==> src/rtl/recver_pkg.sv <==
// Shared types and widths for the NAP stream LED receiver.
package recver_pkg;

    typedef enum logic {IDLE, HOLD} state_t;

    localparam int unsigned LED_W  = 8;
    localparam int unsigned ADDR_W = 4;
    localparam int unsigned CNT_W  = 16;

    function automatic logic [CNT_W-1:0] sat_inc(input logic [CNT_W-1:0] v);
        return (v == '1) ? v : v + 1'b1;
    endfunction

endpackage

==> src/rtl/t_data_stream.sv <==
// NAP data-stream bundle: valid/ready handshake carrying an 8-bit word and 4-bit source address.
interface t_DATA_STREAM;
    import recver_pkg::*;

    logic              valid;
    logic              ready;
    logic [LED_W-1:0]  data;
    logic [ADDR_W-1:0] addr;

    modport rx (input valid, input data, input addr, output ready);
    modport tx (output valid, output data, output addr, input ready);
endinterface

==> src/rtl/stream_fifo.sv <==
// Occupancy-counted FIFO with registered full/empty flags; DEPTH must be a power of two.
module stream_fifo #(
    parameter int unsigned WIDTH = 8,
    parameter int unsigned DEPTH = 4
) (
    input  logic             clk,
    input  logic             rst_n,
    input  logic             push,
    input  logic             pop,
    input  logic [WIDTH-1:0] din,
    output logic [WIDTH-1:0] dout,
    output logic             full,
    output logic             empty
);
    localparam int unsigned PTR_W = (DEPTH > 1) ? $clog2(DEPTH) : 1;
    localparam int unsigned OCC_W = $clog2(DEPTH) + 1;

    logic [WIDTH-1:0] mem [DEPTH];
    logic [PTR_W-1:0] wr_ptr;
    logic [PTR_W-1:0] rd_ptr;
    logic [OCC_W-1:0] count;
    logic [OCC_W-1:0] count_next;
    logic             do_push;
    logic             do_pop;

    assign do_push = push & ~full;
    assign do_pop  = pop & ~empty;
    assign dout    = mem[rd_ptr];

    always_comb begin
        count_next = count;
        if (do_push && !do_pop)
            count_next = count + 1'b1;
        else if (do_pop && !do_push)
            count_next = count - 1'b1;
    end

    // Pointers wrap naturally since DEPTH is a power of two.
    always_ff @(posedge clk or negedge rst_n) begin
        if (!rst_n) begin
            wr_ptr <= '0;
            rd_ptr <= '0;
            count  <= '0;
            full   <= 1'b0;
            empty  <= 1'b1;
        end else begin
            if (do_push) wr_ptr <= wr_ptr + 1'b1;
            if (do_pop)  rd_ptr <= rd_ptr + 1'b1;
            count <= count_next;
            full  <= (count_next == OCC_W'(DEPTH));
            empty <= (count_next == '0);
        end
    end

    always_ff @(posedge clk) begin
        if (do_push) mem[wr_ptr] <= din;
    end

endmodule

==> src/rtl/stream_led_recver.sv <==
// Buffers NAP stream words and shows each on the LEDs for HOLD_CYCLES clocks.
// Optional source-address filter: define RECVER_SRC_FILTER_EN.
module stream_led_recver
    import recver_pkg::*;
#(
    parameter int unsigned FIFO_DEPTH  = 4,
    parameter int unsigned HOLD_CYCLES = 20000000
) (
    input  logic              clk,
    input  logic              resetn,
    input  logic [ADDR_W-1:0] expected_src,
    t_DATA_STREAM.rx          nap,
    output logic [LED_W-1:0]  led,
    output logic [CNT_W-1:0]  rx_count,
    output logic [CNT_W-1:0]  drop_count
);
    localparam int unsigned HOLD_W = $clog2(HOLD_CYCLES + 1);

    state_t            state;
    logic [HOLD_W-1:0] hold_cnt;
    logic              run;
    logic              avail;
    logic              full;
    logic              empty;
    logic              xfer;
    logic              keep;
    logic              push;
    logic              drop;
    logic              pop;
    logic [LED_W-1:0]  head;

`ifdef RECVER_SRC_FILTER_EN
    assign keep = (nap.addr == expected_src);
`else
    logic unused_src;
    assign keep       = 1'b1;
    assign unused_src = ^{expected_src, nap.addr};
`endif

    assign nap.ready = run & ~full;
    assign xfer      = nap.valid & nap.ready;
    assign push      = xfer & keep;
    assign drop      = xfer & ~keep;
    assign pop       = (state == IDLE) & avail;

    stream_fifo #(
        .WIDTH (LED_W),
        .DEPTH (FIFO_DEPTH)
    ) u_fifo (
        .clk   (clk),
        .rst_n (resetn),
        .push  (push),
        .pop   (pop),
        .din   (nap.data),
        .dout  (head),
        .full  (full),
        .empty (empty)
    );

    // avail lags the FIFO empty flag by a cycle (giving the two-cycle display
    // latency) and is cleared on a pop so the same entry is never taken twice.
    always_ff @(posedge clk or negedge resetn) begin
        if (!resetn) begin
            run        <= 1'b0;
            avail      <= 1'b0;
            state      <= IDLE;
            hold_cnt   <= '0;
            led        <= '0;
            rx_count   <= '0;
            drop_count <= '0;
        end else begin
            run   <= 1'b1;
            avail <= ~empty & ~pop;
            if (push) rx_count   <= sat_inc(rx_count);
            if (drop) drop_count <= sat_inc(drop_count);
            case (state)
                IDLE: begin
                    if (avail) begin
                        led      <= head;
                        hold_cnt <= HOLD_W'(HOLD_CYCLES - 1);
                        state    <= HOLD;
                    end
                end
                HOLD: begin
                    if (hold_cnt == '0)
                        state <= IDLE;
                    else
                        hold_cnt <= hold_cnt - 1'b1;
                end
                default: state <= IDLE;
            endcase
        end
    end

endmodule

==> src/flat_wrapper.sv <==
// flat-port wrapper written by rule: the top's interface ports become plain ports
module stream_led_recver_flat import recver_pkg::*;
#(
    parameter int unsigned FIFO_DEPTH  = 4,
    parameter int unsigned HOLD_CYCLES = 20000000
)
  (clk, resetn, expected_src, led, rx_count, drop_count, nap_valid, nap_data, nap_addr, nap_ready);
  t_DATA_STREAM nap_i ();
  input  logic clk;
  input  logic resetn;
  input  logic [ADDR_W-1:0] expected_src;
  output logic [LED_W-1:0] led;
  output logic [CNT_W-1:0] rx_count;
  output logic [CNT_W-1:0] drop_count;
  input wire logic [$bits(nap_i.valid)-1:0] nap_valid;
  input wire logic [$bits(nap_i.data)-1:0] nap_data;
  input wire logic [$bits(nap_i.addr)-1:0] nap_addr;
  output wire logic [$bits(nap_i.ready)-1:0] nap_ready;
  assign nap_i.valid = nap_valid;
  assign nap_i.data = nap_data;
  assign nap_i.addr = nap_addr;
  assign nap_ready = nap_i.ready;
  stream_led_recver #(.FIFO_DEPTH(FIFO_DEPTH), .HOLD_CYCLES(HOLD_CYCLES)) u_core (.clk(clk), .resetn(resetn), .expected_src(expected_src), .nap(nap_i), .led(led), .rx_count(rx_count), .drop_count(drop_count));
endmodule
==> config.mk <==
export PLATFORM = sky130hd
export DESIGN_NAME = stream_led_recver_flat
export DESIGN_NICKNAME = d
export VERILOG_FILES = /design/src/rtl/recver_pkg.sv /design/src/rtl/t_data_stream.sv /design/src/rtl/stream_fifo.sv /design/src/rtl/stream_led_recver.sv /design/src/flat_wrapper.sv
export SDC_FILE = /design/constraint.sdc
export NUM_CORES = 1
export LEC_CHECK = 0
export ABC_AREA = 1
export BUFFER_PORTS_ARGS = -buffer_cell sky130_fd_sc_hd__buf_2
export CORE_ASPECT_RATIO = 0.9
export CORE_UTILIZATION = 50
export CTS_BUF_LIST = sky130_fd_sc_hd__clkbuf_2 sky130_fd_sc_hd__clkbuf_4 sky130_fd_sc_hd__clkbuf_8
export CTS_CLUSTER_DIAMETER = 50
export DETAILED_ROUTE_END_ITERATION = 6
export PLACE_DENSITY = 0.73
export SYNTH_ARGS = -nofsm -noshare
export SYNTH_HDL_FRONTEND = slang
export SYNTH_SLANG_ARGS = --single-unit
==> constraint.sdc <==
create_clock -name clk -period 1.4 [get_ports clk]
set_input_delay 0.28 -clock clk [delete_from_list [all_inputs] [get_ports clk]]
set_output_delay 0.28 -clock clk [all_outputs]
set_load 0.01 [all_outputs]
Word-level counts from Yosys, hierarchy flattened
Memories as Yosys holds them, arrays and structs flattened. A register that Yosys moved wholly into a read port is not among the register bits.
Cells that the tools add are included.
{"block": "totals", "register_bits": 53, "ram_bits": 32, "out_inout_bits": 41, "wordCells": 52, "memories": 1}
{"block": "classes", "addsub": 6, "eq_ne": 4, "mux": 10, "bitwise": 11, "n_reduce_logical": 10}
{"name": "u_core.u_fifo.mem", "words": 4, "width": 8, "read_ports": 1, "rd_ports_with_merged_regs": 1, "write_ports": 1, "line": "stream_fifo.sv:18", "text": "logic [WIDTH-1:0] mem [DEPTH];"}
{"operator": "2-to-1 mux 25 bit", "count": 2}
{"operator": "one-hot mux 25 bit (2 select lines)", "count": 1}
{"operator": "logical NOT 25 bit", "count": 1}
{"operator": "subtractor 25 x 1 -> 25 bit, second input constant", "count": 1}
{"operator": "adder 16 x 1 -> 16 bit, second input constant", "count": 1}
{"operator": "equality test 16 bit, second input constant", "count": 1}
{"operator": "AND 1 bit", "count": 6}
{"operator": "2-to-1 mux 3 bit", "count": 2}
{"operator": "AND reduction 2 bit", "count": 3}
{"operator": "NOT 1 bit", "count": 5}
{"operator": "adder 2 x 1 -> 2 bit, second input constant", "count": 2}
{"operator": "2-to-1 mux 1 bit", "count": 4}
{"operator": "adder 3 x 1 -> 3 bit, second input constant", "count": 1}
{"operator": "equality test 3 bit, second input constant", "count": 1}
{"operator": "logical NOT 1 bit", "count": 3}
{"operator": "logical NOT 3 bit", "count": 1}
{"operator": "subtractor 3 x 1 -> 3 bit, second input constant", "count": 1}
{"operator": "logical AND 1 bit", "count": 2}
{"operator": "!= test 2 x 1 -> 1 bit, second input constant", "count": 1}
{"operator": "!= test 2 bit, second input constant", "count": 1}
{"operator": "one-hot mux 1 bit (2 select lines)", "count": 1}

Longest topological paths before layout
{"block": "depth", "depth_word": 9, "ltp_mapped": 10, "mapped_depth_nobuf": 10}

Modules after synthesis
A second synthesis with hierarchy kept.
{"block": "unflattened", "cells_unflattened": 594, "hier_area_um2": 4971.0}
{"mod": "stream_led_recver", "n_inst": 1, "cells_each": 434, "area_per_inst_um2": 3145.5, "seq_area_each_um2": 1301.2}
{"mod": "stream_fifo", "n_inst": 1, "cells_each": 160, "area_per_inst_um2": 1825.5, "seq_area_each_um2": 1187.4}

Worst setup path before layout
Ideal clock, no wire load.
{"block": "synth_path", "kind": "reg2reg", "startpoint": "reg u_core.hold_cnt[0]", "endpoint": "reg u_core.hold_cnt[10]", "setup_time_ns": 0.117, "t_arrival_ns": 1.397, "required_time_ns": 1.283, "slack_ns": -0.114, "path_stages_with_launch": 11, "path_buffers": 1, "path_cell_list": "dfrtp_1 > inv_1 > ha_1 > nand3_1 > nor2_2 > nand3_4 > nand2_2 > nand2_4 > buf_6 > nand2_1 > o21ai_2"}
{"block": "synth_between", "elab_chain_len": 3}
{"element": "start: declaration", "line": "stream_led_recver.sv:20", "text": "logic [HOLD_W-1:0] hold_cnt;"}
{"element": "start signal: assignment", "line": "stream_led_recver.sv:80", "text": "hold_cnt <= HOLD_W'(HOLD_CYCLES - 1);"}
{"element": "start signal: assignment", "line": "stream_led_recver.sv:88", "text": "hold_cnt <= hold_cnt - 1'b1;"}
{"element": "subtractor 25 x 1 -> 25 bit / logical NOT 25 bit (equally long branches)", "line": "stream_led_recver.sv:88, stream_led_recver.sv:85"}
{"element": "2-to-1 mux 25 bit / != test 2 bit (equally long branches)"}
{"element": "one-hot mux 25 bit (2 select lines) / AND reduction 2 bit (equally long branches)"}
Parallel ways exist; a longest one is shown, timed or not. The select of a mux whose other input is x is not followed.
A chain may end at the register's enable or synchronous reset.

Worst setup path in the final report
{"block": "layout_path", "startpoint": "reg u_core.hold_cnt[4]", "endpoint": "reg u_core.hold_cnt[24]"}
The elaborated chain is that of the path after synthesis.

==> impl.org <==
** Floorplan
- The initial utilization of the core area, before any placement, comes to 52.5%.
- Number of top-level design ports :: 60
- # rows :: 33
- The die covers ~0.010 mm².
- The floorplan step set the die height to approximately 96 µm.
- The core region is 0.00929 mm².
- The die is approximately 110 µm wide.

** Placement
- Routability-driven placement finished with a final weighted congestion of between 0.8 and 0.9.
- Post-DP HPWL :: approximately 7400 µm
- Standard cell area after detailed placement :: approximately 0.0057 mm²
- Port buffer count :: 35

** Clock tree
- The number of clock buffers added by TritonCTS is 9.
- Clock-pin slew reported for the worst setup and hold paths after clock tree synthesis :: 0.11 ns
- Maximum buffer depth of the clock tree :: 2
- H-tree Lvls :: 3
- Worst skew pair latency :: ~0.38 ns
- Cell at the root of the clock tree :: sky130_fd_sc_hd__clkbuf_8
- TritonCTS built the clock tree.
- Sinks on the clock net :: 93

** Yosys
- In this run, distinct cell masters in the synthesized netlist total 32.
- The Yosys step of the flow raised 0 warnings.
- sky130_fd_sc_hd__nand2_1 is the most common cell in the netlist.
- By count the netlist is led by 130 x sky130_fd_sc_hd__nand2_1, 104 x sky130_fd_sc_hd__nor2_1, 60 x sky130_fd_sc_hd__dfrtp_1, 50 x sky130_fd_sc_hd__inv_1, 40 x sky130_fd_sc_hd__nand3_1.
- Main area contributors after synthesis :: sky130_fd_sc_hd__dfrtp_1 31%, sky130_fd_sc_hd__edfxtp_1 20%, sky130_fd_sc_hd__nand2_1 10%
- The mapped netlist covers 0.00488 mm².
- Sequential share of the synthesized area :: 51.0%
- After synthesis, the mean cell area works out to around 8.5 µm².
- The biggest area contributor in the post-synthesis netlist is sky130_fd_sc_hd__dfrtp_1.
- Flip-flop and latch count after synthesis :: a little over 90
- Counting flops with an async set or reset pin after synthesis yields a share of roughly two thirds.
- Share of the synthesized area in the top cell type :: a little under a third
- Mapped Cells :: 571
- For this run, the leading register cell type out of synthesis is sky130_fd_sc_hd__dfrtp_1.
- Yosys mapped a number of flops with a built-in enable equal to 32.

** Detailed routing
- The detail route stage leaves a number of antenna-violating nets equal to 0.
- Drt pass-1 iters :: 4
- Total length of routed wires :: about 12000 µm
- Routed len/inst :: roughly 14 µm
- In the routed design, unresolved DRC markers number 0.
- Number of vias after detailed routing :: approximately 4300
- Drt via density :: roughly 5.2
- After the first detailed-routing iteration, the DRC count stood at ~220.

** Status
- Failing checks :: negative setup slack
- Result of the run :: complete, but fails checks

** STA
- The routed design could run at a clock period as short as ~1.6 ns.
- RSZ-0062 raised after global routing :: true
- Clock skew on the completed layout was measured at between 0.01 and 0.015 ns.
- Count of endpoints failing setup in the final report :: 39
- For the final routed database, the setup TNS stands at -4.13 ns.
- Final count of pins violating max slew :: 0
- Fmax :: ~630 MHz
- Share of the clock period used by the worst path after layout :: 113%
- Final worst-path setup slack :: -0.183 ns
- The count of endpoints failing hold in the final timing report was 0.

** Pwr
- VDD sags by at most between 0.0009 and 0.001 V.
- In this run the static leakage power is around 3.0 nW.
- Power spread over the standard cell area amounts to 1020 mW/mm².

** Cells and area
- The area growth from synthesis to layout is 34.2%.
- 0 antenna diodes ended up in the layout.
- At the end of the flow, the number of nets in the layout was 731.
- Of the cells placed in the final design, the portion with a size suffix greater than 1 is between 30% and 40%.
- Non-Filler Cell Area, Final :: about 0.0065 mm²
- Filler instances :: approximately 650

** Worst setup path
- STA classifies the critical path endpoint as a flip-flop.
- Type of the worst setup path :: flip-flop to flip-flop
- For the worst setup path, the data required time is 1.67 ns.
- The worst setup path is launched from a flip-flop.
- Signal arrival time at the worst endpoint :: 1.86 ns
- Maximum fanout along the worst path :: 4

** Global route
- The number of antenna violations at the first check in global routing is 0.
- Pin count of the biggest net entering global routing :: 29
- The via count of the first global-routing pass is approximately 4200.
- Wire length of the first global-routing pass :: 18500 µm
- In the global route stage, overall resource usage came out at a little under a quarter.
- For this run the aggregate overflow at the end of global routing stands at 0.

** Flow run
- Max-cap violations in this run came to 0.

** Worst hold path
- Worst Hold Class :: primary input to flip-flop
-- state kept, by name, summed over array words and instances, names as in the netlist --
signal,flops
u_core.u_fifo.full,1
u_core.u_fifo.mem,32
u_core.rx_count,16
u_core.hold_cnt,25
u_core.u_fifo.empty,1
u_core.u_fifo.rd_ptr,2
u_core.led,8
u_core.run,1
u_core.u_fifo.count,3
u_core.avail,1
u_core.u_fifo.wr_ptr,2
u_core.state,1
-- final cells by class --
cell class              instances  area, µm²  share of cell area [%]
flip-flops and latches         93       2490                    38.1
multi-input cells             411       2450                    37.4
repair buffers                131       1020                    15.7
inverters                      57        221                    3.38
well taps                     122        153                    2.33
clock buffers                   9        124                    1.89
clock inverters                 7       83.8                    1.28
-- what timing repair did --
action,CTS,global route
cloned,1,2
hold buffers,1,0
hold endpoints to repair,8,0
buffers inserted,12,9
setup endpoints to repair,75,82
pin swaps,19,28
gates resized for setup,56,56
-- worst paths after layout --
path                                startpoint                       to  slack (ns)  cells after the start
max                         u_core.hold_cnt[4]      u_core.hold_cnt[24]       -0.18                     10
min                                nap_data[4]  u_core.u_fifo.mem[0][4]        0.11                      1
max reg2reg                 u_core.hold_cnt[4]      u_core.hold_cnt[24]       -0.18                     10
min reg2reg                u_core.u_fifo.empty             u_core.avail        0.53                      1
max in group asynchronous               resetn       u_core.rx_count[2]        0.58                      3
min in group asynchronous               resetn  u_core.u_fifo.rd_ptr[1]        0.34                      2
-- per-stage QoR --
step	power, mW	worst slack, ns	hold slack, ns	util, %	instances
floorplan	3.95	-0.0803	-0.0156	-	586
global placement	4.27	-0.204	0.207	61.6	789
detailed placement	4.33	-0.261	0.210	61.6	789
CTS	6.40	-0.120	0.0972	67.2	819
global route	6.97	-0.296	0.0956	70.5	830
finish	6.67	-0.183	0.109	70.5	830
-- kinds of logic after synthesis --
logic type | Yosys count | synth area share, %
AOI/OAI and AO/OA | 49 | 6.08
DFF | 93 | 51.0
adders and majority gates | 9 | 2.31
and+or+nand+nor | 310 | 27.8
other | 2 | 0.154
xor gates and xnor gates | 23 | 4.13
buffers and inverters | 85 | 8.54
-- where the power goes --
group / switching (mW) / internal (mW)
Combinational: 0.805 / 0.662
Sequential: 0.221 / 3.11
Clock: 1.15 / 0.726
-- worst max-delay path, stage by stage, from the launching register on --
cell and delay, ns:
sky130_fd_sc_hd__dfrtp_1 0.42, sky130_fd_sc_hd__nor2_1 0.18, sky130_fd_sc_hd__buf_4 0.15, sky130_fd_sc_hd__nand2_1 0.09, sky130_fd_sc_hd__nor2_4 0.13, sky130_fd_sc_hd__buf_4 0.15
sky130_fd_sc_hd__nand3_1 0.09, sky130_fd_sc_hd__nand2_1 0.07, sky130_fd_sc_hd__nand3_1 0.08, sky130_fd_sc_hd__nand2_1 0.07, sky130_fd_sc_hd__nand2_1 0.06
-- layer usage --
layer	vias up	GRT usage, %	share of wire [%]	wire (µm)
met5	-	0	0	0
met4	0	9.95	2.4	280
met3	27	5.55	5.4	630
met2	140	41.3	50	5940
met1	2080	28.1	42	4930
li1	2061	-	-	-
-- cells in the final DEF (no fill, tap or decap), drive strengths merged --
cell type / instances
nand2: 140
buf: 130
nor2: 115
inv: 61
dfrtp: 60
nand3: 41
o21ai: 40
edfxtp: 32
xor2: 21
conb: 17
nand4: 10
clkbuf: 9
ha: 9
a31oi: 8
nor3: 3
clkinv: 3
xnor2: 2
or2: 2
nand3b: 2
a21oi: 1
dlygate4sd3: 1
dfstp: 1
Note: power is estimated with default switching activity, not from simulation.
